`src/rtl/uart_pkg.sv`:
```
// rtl/uart_pkg.sv - shared UART constants: capture FSM state encodings and default baud divider
package uart_pkg;

  localparam logic [0:0] ST_WAIT = 1'b0;
  localparam logic [0:0] ST_ACK  = 1'b1;

  // clk cycles per bit minus 1; shared with uart_tx so both ends power up at the same rate
  localparam logic [15:0] UART_DEFAULT_DIVIDER = 16'd867;

endpackage

```
`src/rtl/sync_fifo.sv`:
```
// rtl/sync_fifo.sv - single-clock FIFO with push/pop/flush; level is the full/empty authority
module sync_fifo #(
  parameter int WIDTH = 8,
  parameter int DEPTH = 8,
  localparam int AW = (DEPTH > 1) ? $clog2(DEPTH) : 1,
  localparam int LW = $clog2(DEPTH + 1)
) (
  input  logic             clk,
  input  logic             rst_n,
  input  logic             push,
  input  logic             pop,
  input  logic             flush,
  input  logic [WIDTH-1:0] din,
  output logic [WIDTH-1:0] dout,
  output logic [LW-1:0]    level,
  output logic             full
);

  localparam logic [LW-1:0] FULL_LVL = LW'(DEPTH);

  logic [WIDTH-1:0] r_mem [DEPTH];
  logic [AW-1:0]    r_wr_ptr;
  logic [AW-1:0]    r_rd_ptr;
  logic [LW-1:0]    r_level;
  logic             w_pop;
  logic             w_push;

  // a push into a full FIFO is legal only when the head leaves on the same edge
  assign w_pop  = pop && (r_level != '0);
  assign w_push = push && ((r_level != FULL_LVL) || w_pop);

  always_ff @(posedge clk) begin
    if (!rst_n) begin
      r_wr_ptr <= '0;
      r_rd_ptr <= '0;
      r_level  <= '0;
    end else if (flush) begin
      r_wr_ptr <= '0;
      r_rd_ptr <= '0;
      r_level  <= '0;
    end else begin
      if (w_push) r_wr_ptr <= r_wr_ptr + AW'(1);
      if (w_pop)  r_rd_ptr <= r_rd_ptr + AW'(1);
      if (w_push && !w_pop)      r_level <= r_level + LW'(1);
      else if (!w_push && w_pop) r_level <= r_level - LW'(1);
    end
  end

  always_ff @(posedge clk) begin
    if (rst_n && !flush && w_push) r_mem[r_wr_ptr] <= din;
  end

  assign dout  = r_mem[r_rd_ptr];
  assign level = r_level;
  assign full  = (r_level == FULL_LVL);

endmodule

```
`src/rtl/uart_rx_ctrl.sv`:
```
// rtl/uart_rx_ctrl.sv - uart_rx bus-side controller: divider reg, byte capture handshake,
// receive FIFO, sticky overrun and idle timeout
module uart_rx_ctrl
  import uart_pkg::*;
#(
  parameter int          DEPTH           = 8,
  parameter logic [15:0] DEFAULT_DIVIDER = UART_DEFAULT_DIVIDER,
  parameter int          TIMEOUT_CYCLES  = 20000,
  localparam int         LW              = $clog2(DEPTH + 1)
) (
  input  logic          uart_clk,
  input  logic          uart_rst_n,
  input  logic          cfg_div_wr,
  input  logic [15:0]   cfg_div,
  output logic [15:0]   rx_divider,
  input  logic [7:0]    rx_data,
  input  logic          rx_ready,
  output logic          rx_ready_rst,
  output logic          rd_valid,
  output logic [7:0]    rd_data,
  input  logic          rd_ready,
  output logic [LW-1:0] fifo_level,
  output logic          overrun,
  input  logic          overrun_clr,
  output logic          idle_timeout
);

  localparam int            CW      = $clog2(TIMEOUT_CYCLES + 1);
  localparam logic [CW-1:0] TO_LAST = CW'(TIMEOUT_CYCLES - 1);
  localparam logic [CW-1:0] TO_MAX  = CW'(TIMEOUT_CYCLES);

  logic [0:0]    r_state;
  logic [15:0]   r_divider;
  logic          r_ready_rst;
  logic          r_overrun;
  logic          r_idle;
  logic [CW-1:0] r_idle_cnt;

  logic          w_capture;
  logic          w_pop;
  logic          w_push;
  logic          w_drop;
  logic          w_full;
  logic          w_cnt_clr;
  logic [LW-1:0] w_level;

  assign w_capture = (r_state == ST_WAIT) && rx_ready;
  assign w_pop     = rd_valid && rd_ready;
  assign w_drop    = w_capture && w_full && !w_pop;
  // a flush on the capture edge discards the byte as well
  assign w_push    = w_capture && !w_drop && !cfg_div_wr;
  assign w_cnt_clr = w_push || w_pop || cfg_div_wr;

  sync_fifo #(.WIDTH(8), .DEPTH(DEPTH)) u_fifo (
    .clk   (uart_clk),
    .rst_n (uart_rst_n),
    .push  (w_push),
    .pop   (w_pop),
    .flush (cfg_div_wr),
    .din   (rx_data),
    .dout  (rd_data),
    .level (w_level),
    .full  (w_full)
  );

  always_ff @(posedge uart_clk) begin
    if (!uart_rst_n) begin
      r_state     <= ST_WAIT;
      r_ready_rst <= 1'b0;
      r_divider   <= DEFAULT_DIVIDER;
      r_overrun   <= 1'b0;
    end else begin
      if (cfg_div_wr) r_divider <= cfg_div;
      if (w_drop)           r_overrun <= 1'b1;
      else if (overrun_clr) r_overrun <= 1'b0;
      case (r_state)
        ST_WAIT: if (rx_ready) begin
          r_ready_rst <= 1'b1;
          r_state     <= ST_ACK;
        end
        default: if (!rx_ready) begin
          r_ready_rst <= 1'b0;
          r_state     <= ST_WAIT;
        end
      endcase
    end
  end

  // counter parks at TIMEOUT_CYCLES so the pulse fires once per idle stretch
  always_ff @(posedge uart_clk) begin
    if (!uart_rst_n) begin
      r_idle_cnt <= '0;
      r_idle     <= 1'b0;
    end else begin
      r_idle <= !w_cnt_clr && (w_level != '0) && (r_idle_cnt == TO_LAST);
      if (w_cnt_clr || (w_level == '0)) r_idle_cnt <= '0;
      else if (r_idle_cnt != TO_MAX)    r_idle_cnt <= r_idle_cnt + CW'(1);
    end
  end

  assign rx_divider   = r_divider;
  assign rx_ready_rst = r_ready_rst;
  assign rd_valid     = (w_level != '0);
  assign fifo_level   = w_level;
  assign overrun      = r_overrun;
  assign idle_timeout = r_idle;

endmodule

```
`config.mk`:
```
export PLATFORM = sky130hd
export DESIGN_NAME = uart_rx_ctrl
export DESIGN_NICKNAME = d
export VERILOG_FILES = /design/src/rtl/uart_pkg.sv /design/src/rtl/sync_fifo.sv /design/src/rtl/uart_rx_ctrl.sv
export SDC_FILE = /design/constraint.sdc
export NUM_CORES = 1
export LEC_CHECK = 0
export CAP_MARGIN = 5
export CORE_MARGIN = 4
export CORE_UTILIZATION = 25
export CTS_BUF_LIST = sky130_fd_sc_hd__clkbuf_8
export DETAILED_ROUTE_END_ITERATION = 8
export HOLD_SLACK_MARGIN = 0.02
export PLACE_DENSITY_LB_ADDON = 0.25
export SYNTH_ARGS = -nofsm -noshare
export SYNTH_HDL_FRONTEND = slang
export SYNTH_HIERARCHICAL = 1
export SYNTH_SLANG_ARGS = --single-unit
export TNS_END_PERCENT = 50
```
`constraint.sdc`:
```
create_clock -name uart_clk -period 6.05 [get_ports uart_clk]
set_input_delay 0.605 -clock uart_clk [delete_from_list [all_inputs] [get_ports uart_clk]]
set_output_delay 0.605 -clock uart_clk [all_outputs]
set_load 0.02 [all_outputs]
```
== Yosys cells after proc, flatten, opt, wreduce, memory -nomap -nowiden ==
Memory sizes are Yosys's and may differ from the RTL's. A register that Yosys moved wholly into a read port is not among the register bits.
Index checks and enable logic that the tools add are counted.

* Bits in registers: 45
* Bits in latches: 0
* Memory bits (writable): 64
* ROM bits: 0
* Input bits: 30
* Output and inout port bits: 32
* Word-level logic and storage cells: 66
* Memories kept: 1

{| class="wikitable"
|+ Memories
! name !! depth !! bits a word !! read ports !! clocked after Yosys merged registers in !! write ports !! line !! RTL
|-
| u_fifo.r_mem || 8 || 8 || 1 || 1 || 1 || sync_fifo.sv:21 || <nowiki>logic [WIDTH-1:0] r_mem [DEPTH];</nowiki>
|}

* Add/sub/neg operators: 5
* Multiply operators: 0
* Divide/modulo/power cells: 0
* Magnitude comparators: 0
* Eq/ne operators: 5
* Shift-type cells: 0
* Muxes and demuxes: 12
* Bitwise gates (word level): 2
* Reduce and logical (&&, ||, !) cells: 32

{| class="wikitable"
|+ Operator list
! kind !! number
|-
| adder 15 x 1 -> 15 bit, second input constant || 1
|-
| == test 15 bit, second input constant || 1
|-
| inequality test 15 bit, second input constant || 1
|-
| logical AND 1 bit || 14
|-
| two-way mux 1 bit || 8
|-
| two-way mux 4 bit || 2
|-
| adder 3 x 1 -> 3 bit, second input constant || 2
|-
| zero test 1 bit || 6
|-
| two-way mux 3 bit || 2
|-
| nonzero test 2 bit || 3
|-
| adder 4 x 1 -> 4 bit, second input constant || 1
|-
| == test 4 bit, second input constant || 1
|-
| zero test 4 bit || 1
|-
| logical OR 1 bit || 4
|-
| inequality test 4 bit, second input constant || 1
|-
| nonzero test 4 bit || 1
|-
| OR reduction 2 bit || 2
|-
| subtractor 4 x 1 -> 4 bit, second input constant || 1
|-
| inequality test 2 bit, second input constant || 1
|-
| inverter 1 bit || 2
|-
| AND reduction 2 bit || 1
|}

== Longest topological paths before layout ==
Gate-level depths: netlist of the first run.

* Depth in word-level cells: 12
* Depth in mapped cells: 13
* Mapped depth without buffers: 13

== Cells and area by module ==
Netlist of the first run, hierarchy kept.

{| class="wikitable"
|+ Modules (own cells, without submodules)
! module !! instances !! cells an instance !! area each (sq um) !! sequential area each (sq um)
|-
| sync_fifo || 1 || 170 || 3085.5 || 2182.1
|-
| uart_rx_ctrl || 1 || 161 || 1561.5 || 700.7
|}

== Worst setup path after synthesis of the first run ==
Ideal clock, no wire load.

* Path kind: reg2reg
* Start: register u_fifo.r_level[1] (netlist: u_fifo/level[1])
* End: register u_fifo.r_level[3] (netlist: u_fifo/level[3])
* Library setup time: 0.116 ns
* Arrival time: 3.034 ns
* Data required time: 5.934 ns
* Path slack: 2.900 ns
* Stages on the path, launching flop included: 13
* Path buffers: 1
* Clock period less this slack: 3.150 ns
* Cell sequence: dfxtp_1 > or4_1 > clkbuf_1 > and2_1 > o21ai_4 > inv_2 > ha_1 > inv_1 > ha_1 > a21oi_1 > a211o_1 > a211oi_1 > a31o_2

* Longest elaborated chain between the ends: 11
* Elaborated cells on any way between the ends: 22
* Those cells by class: 2 x add/sub; 2 x eq/ne; 2 x mux; 16 x reduce/logical

{| class="wikitable"
|+ RTL lines
! item !! line !! RTL
|-
| start: declaration || sync_fifo.sv:24 || <nowiki>logic [LW-1:0] r_level;</nowiki>
|-
| start signal: assignment || sync_fifo.sv:44 || <nowiki>if (w_push && !w_pop) r_level <= r_level + LW'(1);</nowiki>
|-
| start signal: assignment || sync_fifo.sv:45 || <nowiki>else if (!w_push && w_pop) r_level <= r_level - LW'(1);</nowiki>
|-
| nonzero test 4 bit * || uart_rx_ctrl.sv:103 || <nowiki>assign rd_valid = (w_level != '0);</nowiki>
|-
| net rd_valid || uart_rx_ctrl.sv:19 || <nowiki>output logic rd_valid,</nowiki>
|-
| logical AND 1 bit * || uart_rx_ctrl.sv:48 || <nowiki>assign w_pop = rd_valid && rd_ready;</nowiki>
|-
| net w_pop || uart_rx_ctrl.sv:40 || <nowiki>logic w_pop;</nowiki>
|-
| zero test 1 bit || uart_rx_ctrl.sv:49 || <nowiki>assign w_drop = w_capture && w_full && !w_pop;</nowiki>
|-
| logical AND 1 bit || uart_rx_ctrl.sv:49 ||
|-
| zero test 1 bit || uart_rx_ctrl.sv:51 || <nowiki>assign w_push = w_capture && !w_drop && !cfg_div_wr;</nowiki>
|-
| logical AND 1 bit (2 in a row) || uart_rx_ctrl.sv:51 ||
|-
| logical AND 1 bit * || sync_fifo.sv:30 || <nowiki>assign w_push = push && ((r_level != FULL_LVL) || w_pop);</nowiki>
|-
| net u_fifo.w_push || sync_fifo.sv:26 || <nowiki>logic w_push;</nowiki>
|-
| zero test 1 bit || sync_fifo.sv:45 ||
|-
| logical AND 1 bit || sync_fifo.sv:45 ||
|-
| nonzero test 2 bit (no line) || - ||
|}

The timed path passes the listed nets; every way through them passes the cells marked *. The select of a mux whose other input is x is not followed.
A chain may end at the register's enable or synchronous reset.

== Worst setup path in the final report of the first run ==
* Start: register u_fifo.r_level[0] (netlist: u_fifo/level[0])
* End: register u_fifo.r_level[3] (netlist: u_fifo/level[3])

* Longest elaborated chain between the ends: 11
* Elaborated cells on any way between the ends: 22
* Those cells by class: 2 x add/sub; 2 x eq/ne; 2 x mux; 16 x reduce/logical

{| class="wikitable"
|+ RTL lines
! item !! line !! RTL
|-
| nonzero test 4 bit || uart_rx_ctrl.sv:103 ||
|-
| logical AND 1 bit || uart_rx_ctrl.sv:48 ||
|-
| zero test 1 bit || uart_rx_ctrl.sv:49 ||
|-
| logical AND 1 bit * || uart_rx_ctrl.sv:49 ||
|-
| zero test 1 bit * || uart_rx_ctrl.sv:51 ||
|-
| logical AND 1 bit * (2 in a row) || uart_rx_ctrl.sv:51 ||
|-
| net w_push || uart_rx_ctrl.sv:41 || <nowiki>logic w_push;</nowiki>
|-
| logical AND 1 bit * || sync_fifo.sv:30 ||
|-
| net u_fifo.w_push || sync_fifo.sv:26 ||
|-
| zero test 1 bit || sync_fifo.sv:45 ||
|-
| logical AND 1 bit || sync_fifo.sv:45 ||
|-
| nonzero test 2 bit (no line) || - ||
|}

Marks and branches as above.

==> impl_metrics.yaml, run 1 <==
run_status:
  status: "finished clean"
sta:
  maxSlewHeadroom: 0.378
  rsz0062_at_grt: "no"
  fmax_ghz: 0.304
  final-setup-viol-count: 0
  period_share: 0.543
  finalSetupTns_ps: 0
  finalCriticalPeriod_ps: 3290
  worst_pin_slew_ps: 927
  drv_slew: 0
  skew_ps: 16.1
  hold_violations: 0
  fin_ws_ps: 2760
detailed_routing:
  drcViolationCount: 0
  drt-vias-per-instance: 4.49
  vias: 2817
  drt_iter0_drc: 135
  routedWlPerCell_um: 15.0
  drt_pass1_iterations: 4
  drtAntennaViolNets: 0
  routed_wirelength_um: 9400
final_layout:
  fillCellCount: 1834
  finalCoreUtilization: 0.314
  design_area_um2: 5710
  fin_nets: 432
  drive_gt1_frac: 0.146
  syn_to_final_growth_pct: 22.8
  n_antenna_cell: 0
cts:
  clkTransAtPathRegs_ps: 100
  cts_hold_buf: 0
  htreeDepth: 3
  cts-buffers-inserted: 9
  insertion_delay_ps: 370
  cts-resized-gates: 0
  tritoncts: "done"
  clk_path_buf_depth: 2
  cts_sinks: 112
  cts_setup_buffers: 0
  root_buffer: "clkbuf_8"
flow_run:
  maxCapViolCount: 0
setup_path:
  critPathLaunch: "u_fifo/level[0]$_SDFFE_PP0P_"
  path_common_cell: "ha_1"
  critPathKind: "flop to flop"
  slowest_delay_ps: 510
  crit_chain: "or4_1 -> a21boi_0 -> nor3b_1 -> o21ai_4 -> inv_2 -> ha_1 -> inv_1 -> ha_1 -> a21oi_1 -> a211o_1 -> a211oi_1 -> a31o_2"
  worst_r2r_startpoint: "u_fifo/level[0]$_SDFFE_PP0P_"
  cp.required_ps: 6360
  worst_path_max_delay_cell: "dfxtp_1"
  crit_path_start_kind: "flop"
  cp_max_fo: 12
  cp-end-kind: "flop"
  arrival_ps: 3600
pwr:
  vdd_drop_max_v: 0.0000978
  seq_power_share: 0.608
  p_leak_nw: 1.83
  p_int_w: 0.00103
  power_w: 0.00135
  p_comb_frac: 0.080
  net-switching-power_w: 0.000324
  power-per-cell-area_nw_per_um2: 237
  pwr-share-clk: 0.313
  swShare: 0.240
placed_design:
  placed_cell_area_um2: 5520
  dp_slack_ps: 2350
  place_congestion: 0.702
  dp_hpwl_um: 6250
  portBuffers: 61
die:
  core_area_um2: 18100
  ios: 62
  initial_core_util: 0.256
  die_w_um: 144
  die_area_um2: 20800
  rows: 49
  die_h_um: 144
logic_synthesis:
  synth_ff_type: "edfxtp_1"
  ys_types: 46
  seq_area_frac_synth: 0.620
  synthesis.instances: 331
  avgSynthCellArea_um2: 14.0
  synth_edf_count: 64
  synth_top_area_cell: "edfxtp_1"
  synth_nets: 370
  netlist_area_um2: 4650
  ys.warnings.count: 6
  synthTopCellsByArea: "edfxtp_1, dfxtp_1, mux4_2"
  yosysTopAreaCellShare: 0.414
  ys_seq_elements: 112
  async_reset_ff_frac: 0
worst_hold_path:
  min_from: "rx_divider[6]$_SDFFE_PN1P_"
  hold_path.class: "flop to flop"
grt:
  grt.busiest_layer: "met2"
  use_met1: 0.122
  grt_pass1_wl_um: 15300
  grt_usage: 0.0944
  grt_max_degree: 23
  grt_antenna_before_repair: 0
  overflow: 0
  grt_util_met3: 0.0347
  use_met2: 0.150
  grt_pass1_vias: 2894
==> Yosys cell counts, types with 2 or more instances <==
cell	number
a21oi_1	12
a31o_2	2
and2_1	3
buf_1	2
buf_2	4
clkbuf_1	9
dfxtp_1	48
edfxtp_1	64
ha_1	8
inv_1	12
mux2_2	8
mux2i_1	22
mux4_2	16
nand2_1	11
nand2b_1	6
nand3_1	8
nand4_1	11
nor2_1	18
nor2b_1	11
nor3_1	2
nor4_1	5
nor4_2	2
o21ai_0	5
o31ai_1	4
or3_1	5
or4_1	6
or4b_4	2
xnor2_1	5
xor2_1	3
==> metrics by stage <==
stage,cells,hold slack (ps)
2_1_floorplan,331,453
3_3_place_gp,611,461
3_5_place_dp,611,463
4_1_cts,627,492
5_1_grt,627,530
6_report,627,486
==> placed cells by master, fill, tap and decap left out, types with 2 or more instances in the layout <==
cell type / netlist / final
nand2b_1: 6 / 6
or3_1: 5 / 5
a21oi_1: 12 / 12
nor2_1: 18 / 18
or4b_4: 2 / 2
mux2_2: 8 / 8
a31o_2: 2 / 2
dfxtp_1: 48 / 48
nor4_2: 2 / 2
nand2_1: 11 / 11
inv_1: 12 / 13
mux4_2: 16 / 16
nor4_1: 5 / 5
ha_1: 8 / 8
xnor2_1: 5 / 5
nand3_1: 8 / 8
or4_1: 6 / 6
o31ai_1: 4 / 4
buf_4: 0 / 6
inv_6: 0 / 2
mux2i_1: 22 / 22
nand4_1: 11 / 11
xor2_1: 3 / 3
inv_8: 0 / 2
clkinv_4: 0 / 2
o21ai_0: 5 / 5
and2_1: 3 / 3
clkbuf_8: 0 / 9
clkdlybuf4s50_1: 0 / 61
nor2b_1: 11 / 11
edfxtp_1: 64 / 64
==> final cells by class <==
| class | count | area [µm²] | area share |
|---|---|---|---|
| sequential | 112 | 2880 | 0.505 |
| timing repair buffer | 67 | 656 | 0.115 |
| multi-input combinational | 190 | 1650 | 0.289 |
| clock buffer | 9 | 124 | 0.0217 |
| tap | 229 | 287 | 0.0502 |
| inverter | 13 | 48.8 | 0.00855 |
| clock inverter | 7 | 61.3 | 0.0107 |
==> state kept, by name (all words and copies together), names as in the netlist, named ones only <==
name and count:
rx_divider 16, idle_timeout 1, r_idle_cnt 15, u_fifo/r_mem 64, r_state 1, u_fifo/r_rd_ptr 3
overrun 1, u_fifo/r_wr_ptr 3, rx_ready_rst 1, u_fifo/level 4
==> power groups by stage <==
stage	Clock [W]	Sequential [W]	Combinational [W]
2_1_floorplan	0	0.000847	0.0000459
3_3_place_gp	0	0.000838	0.000107
3_5_place_dp	0	0.000837	0.000109
4_1_cts	0.000443	0.000821	0.000109
5_1_grt	0.000471	0.000822	0.000118
6_report	0.000422	0.000820	0.000108
==> critical path: cells and delay by family, from the launching register on <==
family | cells | cell delay [ps]
AOI/OAI and AO/OA | 6 | 1140
adders and majority gates | 2 | 500
buffers and inverters | 2 | 200
DFF | 1 | 510
and+or+nand+nor | 2 | 890
==> routing by layer <==
metal,vias up,routed length [µm],share of wire
met4,0,95,0.010
li1,1373,-,-
met5,-,0,0
met2,68,4320,0.46
met3,9,555,0.059
met1,1367,4430,0.47
==> cell families (layout without fill, tap and decap cells) <==
group | count (synthesis) | after routing | synth area share
mux | 46 | 46 | 0.144
flops | 112 | 112 | 0.620
xor+xnor | 8 | 8 | 0.0151
buf+inv | 29 | 96 | 0.0261
compound gates | 30 | 30 | 0.0442
simple gates | 97 | 97 | 0.124
fa+ha+maj | 9 | 9 | 0.0258
==> path summary, 6_finish.rpt <==
path         cells past startpoint                           end  slack, ps
max                             12  u_fifo/level[3]$_SDFFE_PP0P_       2760
min                              2    rx_divider[6]$_SDFFE_PN1P_        490
max reg2reg                     12  u_fifo/level[3]$_SDFFE_PP0P_       2760
min reg2reg                      2    rx_divider[6]$_SDFFE_PN1P_        490
No activity file was read; power rests on OpenSTA's default activity.
==> run 2: changes to the inputs <==
Clock period 6.05 ns to 2.84 ns, I/O delays scaled along.
==> run 2 against run 1 <==
Critical path depth down 8. Hold slack worse by 3.9 ps. Routed wire length up 0.29%. First-iteration DRC count down 28%. Sequential cell count unchanged. Clock power up 130%. Largest cell class unchanged. Largest power group unchanged. Sequential power up 110%.
==> impl_metrics.yaml, run 2 (synthesis gave the netlist of run 1 again) <==
grt:
  grt_pass1_vias: 2869
  grt.busiest_layer: "met2"
  grt_usage: 0.0928
  grt_util_met3: 0.0407
  use_met2: 0.148
  grt_max_degree: 23
  overflow: 0
  use_met1: 0.116
  grt_antenna_before_repair: 0
  grt_pass1_wl_um: 14800
setup_path:
  worstRegToRegCells: 13
  worst_r2r_startpoint: "u_fifo/level[3]$_SDFFE_PP0P_"
  ff2ff_setup_slack_ps: 200
  critPathKind: "flop to output pin"
  cp.required_ps: 2560
  endpoint: "rd_data[4]"
  arrival_ps: 2430
  crit_path_start_kind: "flop"
  r2r-end: "u_fifo/level[3]$_SDFFE_PP0P_"
  cp-end-kind: "output pin"
  cp_max_fo: 16
placed_design:
  portBuffers: 61
  dp_hpwl_um: 6280
  place_congestion: 0.704
cts:
  cts-buffers-inserted: 9
  htreeDepth: 3
  cts_sinks: 112
  clk_path_buf_depth: 2
  tritoncts: "done"
  root_buffer: "clkbuf_8"
  clkTransAtPathRegs_ps: 110
  insertion_delay_ps: 390
detailed_routing:
  vias: 2859
  drtAntennaViolNets: 0
  drcViolationCount: 0
  drt_pass1_iterations: 4
  routed_wirelength_um: 9430
  routedWlPerCell_um: 14.7
  drt_iter0_drc: 97
  drt-vias-per-instance: 4.45
final_layout:
  final_cell_mix: "edfxtp_1, clkdlybuf4s50_1, dfxtp_1"
  finalCoreUtilization: 0.324
  regMostFlops: "u_fifo/r_mem"
  fin_nets: 448
  drive_gt1_frac: 0.203
  fillCellCount: 1786
  largest_register_ffs: 64
  layout_commonest_cell: "edfxtp_1"
  n_antenna_cell: 0
  syn_to_final_growth_pct: 26.5
die:
  die_w_um: 144
  rows: 49
  initial_core_util: 0.256
  die_area_um2: 20800
  die_h_um: 144
  core_area_um2: 18100
  ios: 62
sta:
  fmax_ghz: 0.369
  maxSlewHeadroom: 0.657
  final-setup-viol-count: 0
  worst_pin_slew_ps: 512
  period_share: 0.955
  rsz0062_at_grt: "no"
  skew_ps: 14.1
  finalCriticalPeriod_ps: 2710
  hold_violations: 0
  drv_slew: 0
  timing.hold.ws_ps: 482
flow_run:
  maxCapViolCount: 0
worst_hold_path:
  hold_path.class: "flop to flop"
pwr:
  vdd_drop_max_v: 0.000243
  p_leak_nw: 1.92
  power-per-cell-area_nw_per_um2: 502
run_status:
  status: "finished clean"
[run 2: cell types whose count changed in the layout (fill, tap and decap cells not counted), sizes merged]
cell | before | now
clkinv | 2 | 3
buf | 6 | 22
clkinvlp | 0 | 1
inv | 18 | 16
[run 2: area by class of cell]
cell class | instances | area [µm²] | area share
flip-flops and latches | 112 | 2890 | 0.491
well taps | 229 | 287 | 0.0487
repair buffers | 83 | 776 | 0.132
clock inverters | 7 | 80.1 | 0.0136
clock buffers | 9 | 124 | 0.0211
inverters | 13 | 48.8 | 0.00830
multi-input cells | 190 | 1680 | 0.285
[run 2: power by group]
group	internal (W)	switching [W]	total (W)
sequential	0.00173	0.0000128	0.00174
combinational	0.000130	0.000121	0.000251
clock	0.000351	0.000605	0.000956
total	0.00221	0.000739	0.00295
[run 2: worst max-delay path, stage by stage (launching register included)]
cell	delay [ps]
dfxtp_1	330
buf_4	320
mux4_2	550
mux2_2	300
clkdlybuf4s50_1	540
[run 2: metal layers]
metal  wire (µm)  share of wire  up-vias
li1            -              -     1403
met1        4340           0.46     1376
met2        4340           0.46       73
met3         648          0.069        7
met4         102          0.011        0
met5           0              0        -
[run 2: what timing repair did]
| action | in CTS | in global routing |
|---|---|---|
| endpoints found under the setup margin | 1 | 1 |
| gates resized for setup | 1 | 5 |
| hold buffers | 0 | 0 |
| buffers inserted | 0 | 0 |
[run 2: metrics by stage]
step | instance area, µm² | power (W) | std cells | worst slack (ps) | TNS (ps)
floorplan | 4680 | 0.00191 | 331 | 13.0 | 0
global placement | 5660 | 0.00203 | 627 | -43.8 | -43.8
detailed placement | 5660 | 0.00203 | 627 | -130 | -130
CTS | 5860 | 0.00301 | 643 | 13.2 | 0
global route | 5880 | 0.00309 | 643 | 11.0 | 0
finish | 5880 | 0.00295 | 643 | 128 | 0
[run 2: how the worst min path moves through the flow]
stage / depth (start not counted) / start / slack, ps / endpoint
after floorplan: 0 / rx_data[0] / 380 / u_fifo/r_mem[0][0]$_DFFE_PP_
after global placement: 2 / rx_divider[1]$_SDFFE_PN1P_ / 460 / rx_divider[1]$_SDFFE_PN1P_
after detailed placement: 2 / rx_divider[5]$_SDFFE_PN1P_ / 460 / rx_divider[5]$_SDFFE_PN1P_
after CTS: 3 / cfg_div[1] / 470 / rx_divider[1]$_SDFFE_PN1P_
after global routing: 3 / cfg_div[8] / 480 / rx_divider[8]$_SDFFE_PN1P_
final: 2 / rx_divider[0]$_SDFFE_PN1P_ / 480 / rx_divider[0]$_SDFFE_PN1P_
